$ cat src/rtl/spi_master_if.sv
// spi_master_if -- bundle of the request/response and serial-bus signals of
// the SPI master.
//   master modport (spi_master side):
//     in : start, slave_sel[1:0], mode_cpol, mode_cpha, tx_word[15:0], MISO
//     out: rx_data[15:0], busy, done, ss[3:0], sck, cpol, cpoh, MOSI
//   slave modport: the same signals with directions reversed (host + slaves).
interface spi_master_if;
    logic        start;
    logic [1:0]  slave_sel;
    logic        mode_cpol;
    logic        mode_cpha;
    logic [15:0] tx_word;
    logic [15:0] rx_data;
    logic        busy;
    logic        done;
    logic [3:0]  ss;
    logic        sck;
    logic        cpol;
    logic        cpoh;
    logic        MOSI;
    logic        MISO;

    modport master (
        input  start, slave_sel, mode_cpol, mode_cpha, tx_word, MISO,
        output rx_data, busy, done, ss, sck, cpol, cpoh, MOSI
    );

    modport slave (
        output start, slave_sel, mode_cpol, mode_cpha, tx_word, MISO,
        input  rx_data, busy, done, ss, sck, cpol, cpoh, MOSI
    );
endinterface

$ cat src/rtl/spi_master.sv
// spi_master -- 32-bit SPI transaction engine: 16-bit command (LSB first)
// followed by a 16-bit response phase whose MISO bits land in rx_data.
//   clk   : system clock, everything changes on its rising edge
//   reset : synchronous active-high reset
//   bus   : spi_master_if.master (request inputs, status outputs, SPI pins)
// Parameter CLK_DIV (2..255) is the sck half-period in clk cycles.
// Every output comes straight from a register; the combinational process
// computes the next value of each.
module spi_master #(
    parameter int CLK_DIV = 4
) (
    input  logic         clk,
    input  logic         reset,
    spi_master_if.master bus
);
    typedef enum logic [2:0] {IDLE, SETUP, XFER, HOLD, DONE} state_t;

    localparam logic [7:0] DIV_LAST = 8'(CLK_DIV - 1);

    state_t      state, state_n;
    logic [7:0]  cnt, cnt_n;             // clk cycles within a half-period
    logic [5:0]  edge_cnt, edge_cnt_n;   // sck edges already produced, 0..63
    logic        cpol_q, cpol_n;
    logic        cpha_q, cpha_n;
    logic [15:0] tx_q, tx_n;
    logic [15:0] rx_q, rx_n;
    logic        busy_q, busy_n;
    logic        done_q, done_n;
    logic        sck_q, sck_n;
    logic        mosi_q, mosi_n;
    logic [3:0]  ss_q, ss_n;

    logic        div_hit;
    logic [4:0]  bit_idx;
    logic        leading;

    // The edge about to be produced is k = edge_cnt+1, so its bit index
    // (k-1)/2 is edge_cnt/2 and it is a leading edge when edge_cnt is even.
    assign div_hit = (cnt == DIV_LAST);
    assign bit_idx = edge_cnt[5:1];
    assign leading = ~edge_cnt[0];

    always_comb begin
        state_n    = state;
        cnt_n      = cnt;
        edge_cnt_n = edge_cnt;
        cpol_n     = cpol_q;
        cpha_n     = cpha_q;
        tx_n       = tx_q;
        rx_n       = rx_q;
        busy_n     = busy_q;
        done_n     = 1'b0;
        sck_n      = sck_q;
        mosi_n     = mosi_q;
        ss_n       = ss_q;

        case (state)
            IDLE: begin
                busy_n = 1'b0;
                ss_n   = 4'b1111;
                sck_n  = cpol_q;
                mosi_n = 1'b0;
                if (bus.start) begin
                    state_n = SETUP;
                    cnt_n   = '0;
                    cpol_n  = bus.mode_cpol;
                    cpha_n  = bus.mode_cpha;
                    tx_n    = bus.tx_word;
                    busy_n  = 1'b1;
                    ss_n    = ~(4'b0001 << bus.slave_sel);
                    sck_n   = bus.mode_cpol;
                    // cpha=0 slaves sample on the first edge, so bit 0 must
                    // already be on the wire during setup.
                    mosi_n  = bus.mode_cpha ? 1'b0 : bus.tx_word[0];
                end
            end

            SETUP: begin
                if (div_hit) begin
                    state_n    = XFER;
                    cnt_n      = '0;
                    edge_cnt_n = '0;
                end else begin
                    cnt_n = cnt + 8'd1;
                end
            end

            XFER: begin
                if (div_hit) begin
                    cnt_n = '0;
                    sck_n = ~sck_q;
                    if (leading == cpha_q) begin
                        // Launch edge: trailing for cpha=0 (next bit),
                        // leading for cpha=1 (current bit).
                        if (cpha_q)
                            mosi_n = bit_idx[4] ? 1'b0 : tx_q[bit_idx[3:0]];
                        else if (bit_idx < 5'd15)
                            mosi_n = tx_q[bit_idx[3:0] + 4'd1];
                        else
                            mosi_n = 1'b0;
                    end else if (bit_idx[4]) begin
                        // Capture edge in the response phase; command-phase
                        // samples are dropped.
                        rx_n[bit_idx[3:0]] = bus.MISO;
                    end
                    if (edge_cnt == 6'd63) begin
                        state_n = HOLD;
                        mosi_n  = 1'b0;
                    end else begin
                        edge_cnt_n = edge_cnt + 6'd1;
                    end
                end else begin
                    cnt_n = cnt + 8'd1;
                end
            end

            HOLD: begin
                mosi_n = 1'b0;
                if (div_hit) begin
                    state_n = DONE;
                    cnt_n   = '0;
                    done_n  = 1'b1;
                    ss_n    = 4'b1111;
                end else begin
                    cnt_n = cnt + 8'd1;
                end
            end

            DONE: begin
                // busy covers the done cycle; start is only looked at in IDLE.
                state_n = IDLE;
                busy_n  = 1'b0;
            end

            default: state_n = IDLE;
        endcase
    end

    always_ff @(posedge clk) begin
        if (reset) begin
            state    <= IDLE;
            cnt      <= '0;
            edge_cnt <= '0;
            cpol_q   <= 1'b0;
            cpha_q   <= 1'b0;
            tx_q     <= '0;
            rx_q     <= '0;
            busy_q   <= 1'b0;
            done_q   <= 1'b0;
            sck_q    <= 1'b0;
            mosi_q   <= 1'b0;
            ss_q     <= 4'b1111;
        end else begin
            state    <= state_n;
            cnt      <= cnt_n;
            edge_cnt <= edge_cnt_n;
            cpol_q   <= cpol_n;
            cpha_q   <= cpha_n;
            tx_q     <= tx_n;
            rx_q     <= rx_n;
            busy_q   <= busy_n;
            done_q   <= done_n;
            sck_q    <= sck_n;
            mosi_q   <= mosi_n;
            ss_q     <= ss_n;
        end
    end

    assign bus.rx_data = rx_q;
    assign bus.busy    = busy_q;
    assign bus.done    = done_q;
    assign bus.ss      = ss_q;
    assign bus.sck     = sck_q;
    assign bus.cpol    = cpol_q;
    assign bus.cpoh    = cpha_q;
    assign bus.MOSI    = mosi_q;
endmodule

$ cat src/flat_wrapper.sv
// flat-port wrapper written by rule: the top's interface ports become plain ports
module spi_master_flat 
#(
    parameter int CLK_DIV = 4
)
  (clk, reset, bus_start, bus_slave_sel, bus_mode_cpol, bus_mode_cpha, bus_tx_word, bus_MISO, bus_rx_data, bus_busy, bus_done, bus_ss, bus_sck, bus_cpol, bus_cpoh, bus_MOSI);
  spi_master_if bus_i ();
  input  logic clk;
  input  logic reset;
  input wire logic [$bits(bus_i.start)-1:0] bus_start;
  input wire logic [$bits(bus_i.slave_sel)-1:0] bus_slave_sel;
  input wire logic [$bits(bus_i.mode_cpol)-1:0] bus_mode_cpol;
  input wire logic [$bits(bus_i.mode_cpha)-1:0] bus_mode_cpha;
  input wire logic [$bits(bus_i.tx_word)-1:0] bus_tx_word;
  input wire logic [$bits(bus_i.MISO)-1:0] bus_MISO;
  output wire logic [$bits(bus_i.rx_data)-1:0] bus_rx_data;
  output wire logic [$bits(bus_i.busy)-1:0] bus_busy;
  output wire logic [$bits(bus_i.done)-1:0] bus_done;
  output wire logic [$bits(bus_i.ss)-1:0] bus_ss;
  output wire logic [$bits(bus_i.sck)-1:0] bus_sck;
  output wire logic [$bits(bus_i.cpol)-1:0] bus_cpol;
  output wire logic [$bits(bus_i.cpoh)-1:0] bus_cpoh;
  output wire logic [$bits(bus_i.MOSI)-1:0] bus_MOSI;
  assign bus_i.start = bus_start;
  assign bus_i.slave_sel = bus_slave_sel;
  assign bus_i.mode_cpol = bus_mode_cpol;
  assign bus_i.mode_cpha = bus_mode_cpha;
  assign bus_i.tx_word = bus_tx_word;
  assign bus_i.MISO = bus_MISO;
  assign bus_rx_data = bus_i.rx_data;
  assign bus_busy = bus_i.busy;
  assign bus_done = bus_i.done;
  assign bus_ss = bus_i.ss;
  assign bus_sck = bus_i.sck;
  assign bus_cpol = bus_i.cpol;
  assign bus_cpoh = bus_i.cpoh;
  assign bus_MOSI = bus_i.MOSI;
  spi_master #(.CLK_DIV(CLK_DIV)) u_core (.clk(clk), .reset(reset), .bus(bus_i));
endmodule
$ cat config.mk
export PLATFORM = sky130hd
export DESIGN_NAME = spi_master_flat
export DESIGN_NICKNAME = d
export VERILOG_FILES = /design/src/rtl/spi_master_if.sv /design/src/rtl/spi_master.sv /design/src/flat_wrapper.sv
export SDC_FILE = /design/constraint.sdc
export NUM_CORES = 1
export LEC_CHECK = 0
export BUFFER_PORTS_ARGS = -buffer_cell sky130_fd_sc_hd__buf_4
export CORE_MARGIN = 4
export CORE_UTILIZATION = 61
export DETAILED_ROUTE_END_ITERATION = 12
export PLACE_DENSITY = 0.85
export SLEW_MARGIN = 20
export SYNTH_ARGS = -nofsm -noshare
export SYNTH_HDL_FRONTEND = slang
export SYNTH_SLANG_ARGS = --single-unit
$ cat constraint.sdc
create_clock -name clk -period 8.4 [get_ports clk]
set_clock_uncertainty 0.2 [all_clocks]
set_input_delay 1.68 -clock clk [delete_from_list [all_inputs] [get_ports clk]]
set_output_delay 1.68 -clock clk [all_outputs]
set_load 0.02 [all_outputs]
Yosys cells after proc, flatten, opt, wreduce, memory -nomap -nowiden
Cells that the tools add are included.

word-level totals
  register bits = 59
  bits of input ports = 24
  word-level logic and storage cells = 95

cells by class
  bitwise logic cells = 5
  eq/ne operators = 14
  order comparisons = 4
  mux-type cells = 38
  reductions and logical operators = 18
  $add $sub $neg = 3
  shifts and indexed selects = 1

operators with widths
  kind                                                         count
  2-to-1 mux 6 bit                                             3
  bitwise mux 16 bit                                           1
  2-to-1 mux 8 bit                                             2
  case mux 8 bit (2 select lines)                              1
  2-to-1 mux 1 bit                                             15
  2-to-1 mux 3 bit                                             5
  case mux 3 bit (4 select lines)                              1
  case mux 6 bit (2 select lines)                              1
  less-than comparator 4 x 5 -> 1 bit (second input constant)  2
  nonzero test 2 bit                                           5
  adder 8 x 1 -> 8 bit (second input constant)                 1
  binary-select mux 1 bit (select 4 bit)                       2
  equality test 8 x 2 -> 1 bit (second input constant)         1
  2-to-1 mux 4 bit                                             2
  inequality test 2 x 1 -> 1 bit (second input constant)       4
  case mux 4 bit (2 select lines)                              1
  AND reduction 2 bit                                          4
  AND reduction 4 bit                                          2
  adder 6 x 1 -> 6 bit (second input constant)                 1
  equality test 3 x 2 -> 1 bit (second input constant)         2
  equality test 6 bit (second input constant)                  1
  less-than comparator 5 x 4 -> 1 bit (second input constant)  1
  AND reduction 5 bit                                          1
  adder 4 x 1 -> 4 bit (second input constant)                 1
  other kinds (18)                                             23

Longest topological paths before layout
  word-level depth = 9
  gate-level depth with buffers = 8
  mapped depth without buffers = 7

Worst setup path before layout
OpenSTA, ideal clock, no wires.

  path kind = input to register
  start = in bus_start
  end = reg u_core.ss_q[2], in the netlist u_core.bus.ss[2]
  setup time = 0.117 ns
  stages on the path = 5
  setup slack = 5.369 ns
  data arrival time = 2.714 ns
  data required time = 8.083 ns
  buffers on the path = 1
  path through = clkbuf_1 > o21ai_0 > or3b_2 > mux2i_1 > nand2b_1

on the way
  longest elaborated chain between the ends = 2

ends and longest elaborated chain
  what                             line                RTL
  start, declared                  flat_wrapper.sv:10  input wire logic [$bits(bus_i.start)-1:0] bus_start;
  2-to-1 mux 4 bit                 spi_master.sv:63    if (bus.start) begin
  case mux 4 bit (2 select lines)  spi_master.sv:57    case (state)
  end signal, assigned             spi_master.sv:165   ss_q <= ss_n;
  end, declared                    spi_master.sv:31    logic [3:0] ss_q, ss_n;

No other way between the ends.
A chain may end at the register's enable or synchronous reset.

Worst setup path after layout
  start = reg u_core.edge_cnt[1]
  end = reg u_core.mosi_q, in the netlist u_core.bus.MOSI

on the way
  longest elaborated chain between the ends = 9

ends and longest elaborated chain
  what                                    line               RTL
  start, declared                         spi_master.sv:22   logic [5:0] edge_cnt, edge_cnt_n;
  start signal, assigned                  spi_master.sv:156  edge_cnt <= edge_cnt_n;
  adder 4 x 1 -> 4 bit                    spi_master.sv:98   mosi_n = tx_q[bit_idx[3:0] + 4'd1];
  binary-select mux 1 bit (select 4 bit)  spi_master.sv:98
  2-to-1 mux 1 bit (not written as such)  spi_master.sv:98
  2-to-1 mux 1 bit                        spi_master.sv:97   else if (bit_idx < 5'd15)
  2-to-1 mux 1 bit                        spi_master.sv:95   if (cpha_q)
  2-to-1 mux 1 bit                        spi_master.sv:92   if (leading == cpha_q) begin
  2-to-1 mux 1 bit                        spi_master.sv:106  if (edge_cnt == 6'd63) begin
  2-to-1 mux 1 bit                        spi_master.sv:89   if (div_hit) begin
  case mux 1 bit (3 select lines)         spi_master.sv:57
  end signal, assigned                    spi_master.sv:164  mosi_q <= mosi_n;
  end, declared                           spi_master.sv:30   logic mosi_q, mosi_n;

Several ways; a longest one is shown, not always the timed one. The select of a mux whose other input is x is not followed.

==> flow_metrics.env <==
export IMPL_ys_top_cells_by_count="dfxtp_1, nand2_1, nor2_1"
export IMPL_synth_seq_cells=59
export IMPL_cp_start_kind="flip-flop"
export IMPL_detail_route_antenna_nets=0
export IMPL_endpoint="u_core.bus.MOSI"
export IMPL_numPortBuffers=49
export IMPL_viasPerCell=5.75
export IMPL_initial_core_util=0.640
export IMPL_clock_path_buffers=2
export IMPL_wire_per_inst_um=15.0
export IMPL_grt_pass1_wl_mm=11.5
export IMPL_setup_viol=0
export IMPL_crit_arrival_ps=3030
export IMPL_critPathCaptureType="flip-flop"
export IMPL_clk_insertion_delay_late_ps=330
export IMPL_period_needed_ps=3030
export IMPL_worst_r2r_endpoint="u_core.bus.MOSI"
export IMPL_die_area_mm2=0.00622
export IMPL_wl_mm=6.78
export IMPL_cp_required_ps=8400
export IMPL_grt_pass1_vias=2547
export IMPL_fmax_mhz=330
export IMPL_syn_area_mm2=0.00306
export IMPL_synth_warnings=0
export IMPL_cts_made_buffers=9
export IMPL_cts_tree="done"
export IMPL_antenna_found_initial=0
export IMPL_slowest_delay_ps=710
export IMPL_worstReg2RegStart="u_core.edge_cnt[1]"
export IMPL_drc=0
export IMPL_fin_crit_sh=0.361
export IMPL_nets=410
export IMPL_synthDominantCellAreaShare=0.385
export IMPL_worstRegToRegCells=7
export IMPL_setup_worst_path_start="u_core.edge_cnt[1]"
export IMPL_p_leak_uw=0.00135
export IMPL_synth_edff_count=0
export IMPL_fp_row_count=25
export IMPL_core_area_mm2=0.00479
export IMPL_relSlewSlack=0.430
export IMPL_gp_congestion=0.845
export IMPL_worstHoldPathType="reg -> reg"
export IMPL_status="completed"
export IMPL_ir_drop_v=0.000201
export IMPL_dp_hpwl_mm=4.55
export IMPL_cap_violations=0
export IMPL_num_io_pins=50
export IMPL_rsz0062_at_grt="no"
export IMPL_async_reset_ff_frac=0
export IMPL_whs_ps=267
export IMPL_synth_flop_cell="dfxtp_1"
export IMPL_synth_most_common_cell="dfxtp_1"
export IMPL_cts_hold_buf=0
export IMPL_h_tree_depth=3
export IMPL_yosysTopAreaCell="dfxtp_1"
export IMPL_die_w_um=78.9
export IMPL_final_setup_tns_ps=0
export IMPL_overflow=0
export IMPL_synth_area_leaders="dfxtp_1, mux2i_1, nand2_1, a21oi_1, mux4_2"
export IMPL_cts_clk_slew_worst_paths_ps=70
export IMPL_ys_types=58
export IMPL_synth_net_count=370
export IMPL_drive_gt1_frac=0.249
export IMPL_tightest_slew_ps=850
export IMPL_die_y_um=78.9
export IMPL_worstPathMaxFanout=16
export IMPL_r2r_slack_ps=5370
export IMPL_seq_area_frac_synth=0.385
export IMPL_synthCells=340
export IMPL_final_max_slew_viol_count=0
export IMPL_grt_use_total=0.233
export IMPL_hold_viol_final=0
export IMPL_dr_total_vias=2599
export IMPL_grt_max_degree=57
export IMPL_first_pass_iters=4
export IMPL_cts_setup_buffers=0
export IMPL_synth_avg_cell_area_um2=9.01
export IMPL_power_density_mw_per_mm2=183
export IMPL_clock_sinks=59
export IMPL_critPathSlowestCell="dfxtp_1"
export IMPL_cts_resized=0
export IMPL_path_cells="inv_1 -> ha_1 -> mux4_2 -> mux2_2 -> a221o_1 -> a21oi_1 -> a311oi_1"
export IMPL_antenna_cells=0
export IMPL_clockRootBuffer="clkbuf_8"
export IMPL_drtIter0Drc=218
export IMPL_worst_setup_path_type="reg -> reg"
export IMPL_syn2layout_area_growth_pct=19.2
-- worst max-delay path, delay by kind of cell (launching register included) --
kind | cells | cell delay [ps]
muxes | 2 | 810
DFF | 1 | 710
AOI/OAI and AO/OA | 3 | 580
adders and majority gates | 1 | 440
buffers and inverters | 1 | 150
-- kinds of logic (layout without fill, tap and decap cells) --
kind of cell,count (synthesis),count (layout),share of synthesized area
and+or+nand+nor,141,141,0.257
AOI/OAI and AO/OA,70,70,0.149
muxes,30,30,0.128
adders and majority gates,6,6,0.0245
buffers and inverters,28,73,0.0396
xor gates and xnor gates,6,6,0.0171
DFF,59,59,0.385
-- final cells by class --
cell class / count / area, um2
timing repair buffer: 49 / 368
clock buffer: 12 / 155
clock inverter: 4 / 72.6
sequential: 59 / 1180
multi-input combinational: 253 / 1760
inverter: 8 / 30.0
tap: 67 / 83.8
fill: 337 / 1130
-- report_power, final --
| part | internal, uW | switching, uW | leakage, uW | total, uW |
|---|---|---|---|---|
| logic | 32.0 | 41.6 | 0.000756 | 73.5 |
| clock network | 183 | 111 | 0.000113 | 294 |
| registers | 290 | 10.1 | 0.000479 | 300 |
| total | 505 | 163 | 0.00135 | 668 |
-- state kept, by name, indices dropped and copies added (netlist names), 3 cells and up --
register	cells
u_core.state	3
u_core.tx_q	16
u_core.edge_cnt	6
u_core.bus.ss	4
u_core.cnt	8
u_core.bus.rx_data	16
-- layer usage --
layer  track usage  vias to the layer above  share of wire
met4        0.0979                        0          0.015
met3        0.0658                       10          0.049
met5             0                        -              0
met2         0.392                       63           0.50
li1              -                     1302              -
met1         0.279                     1224           0.44
-- worst min-delay path by stage --
stage                    startpoint  slack, ps         endpoint  cells after the start
detailed placement  u_core.tx_q[15]        260  u_core.tx_q[15]                      2
global placement     u_core.bus.sck        250   u_core.bus.sck                      1
global route        u_core.tx_q[15]        290  u_core.tx_q[15]                      2
floorplan           u_core.tx_q[15]        240  u_core.tx_q[15]                      2
CTS                 u_core.tx_q[15]        270  u_core.tx_q[15]                      2
finish              u_core.tx_q[15]        270  u_core.tx_q[15]                      2
-- stage by stage --
step                utilization  total power [uW]  cell area (um2)  std cells  worst slack (ps)
floorplan                     -               355             3060        340              5370
global placement          0.716               376             3420        436              5270
detailed placement        0.716               379             3420        436              5240
CTS                       0.763               672             3650        452              5370
global route              0.763               694             3650        452              5140
finish                    0.763               668             3650        452              5370
-- placed cells by master (no fill, tap or decap), types with 5 or more instances in the layout --
cell,n
buf_4,49
o21ai_0,9
nor4_2,9
ha_1,6
mux4_2,7
mux2i_1,20
nor2_1,36
nor4_1,9
clkbuf_8,11
nand2_1,45
a21oi_1,32
inv_1,8
nor3_1,5
dfxtp_1,59
nand2b_1,6
No activity file was read; power rests on OpenSTA's default activity.
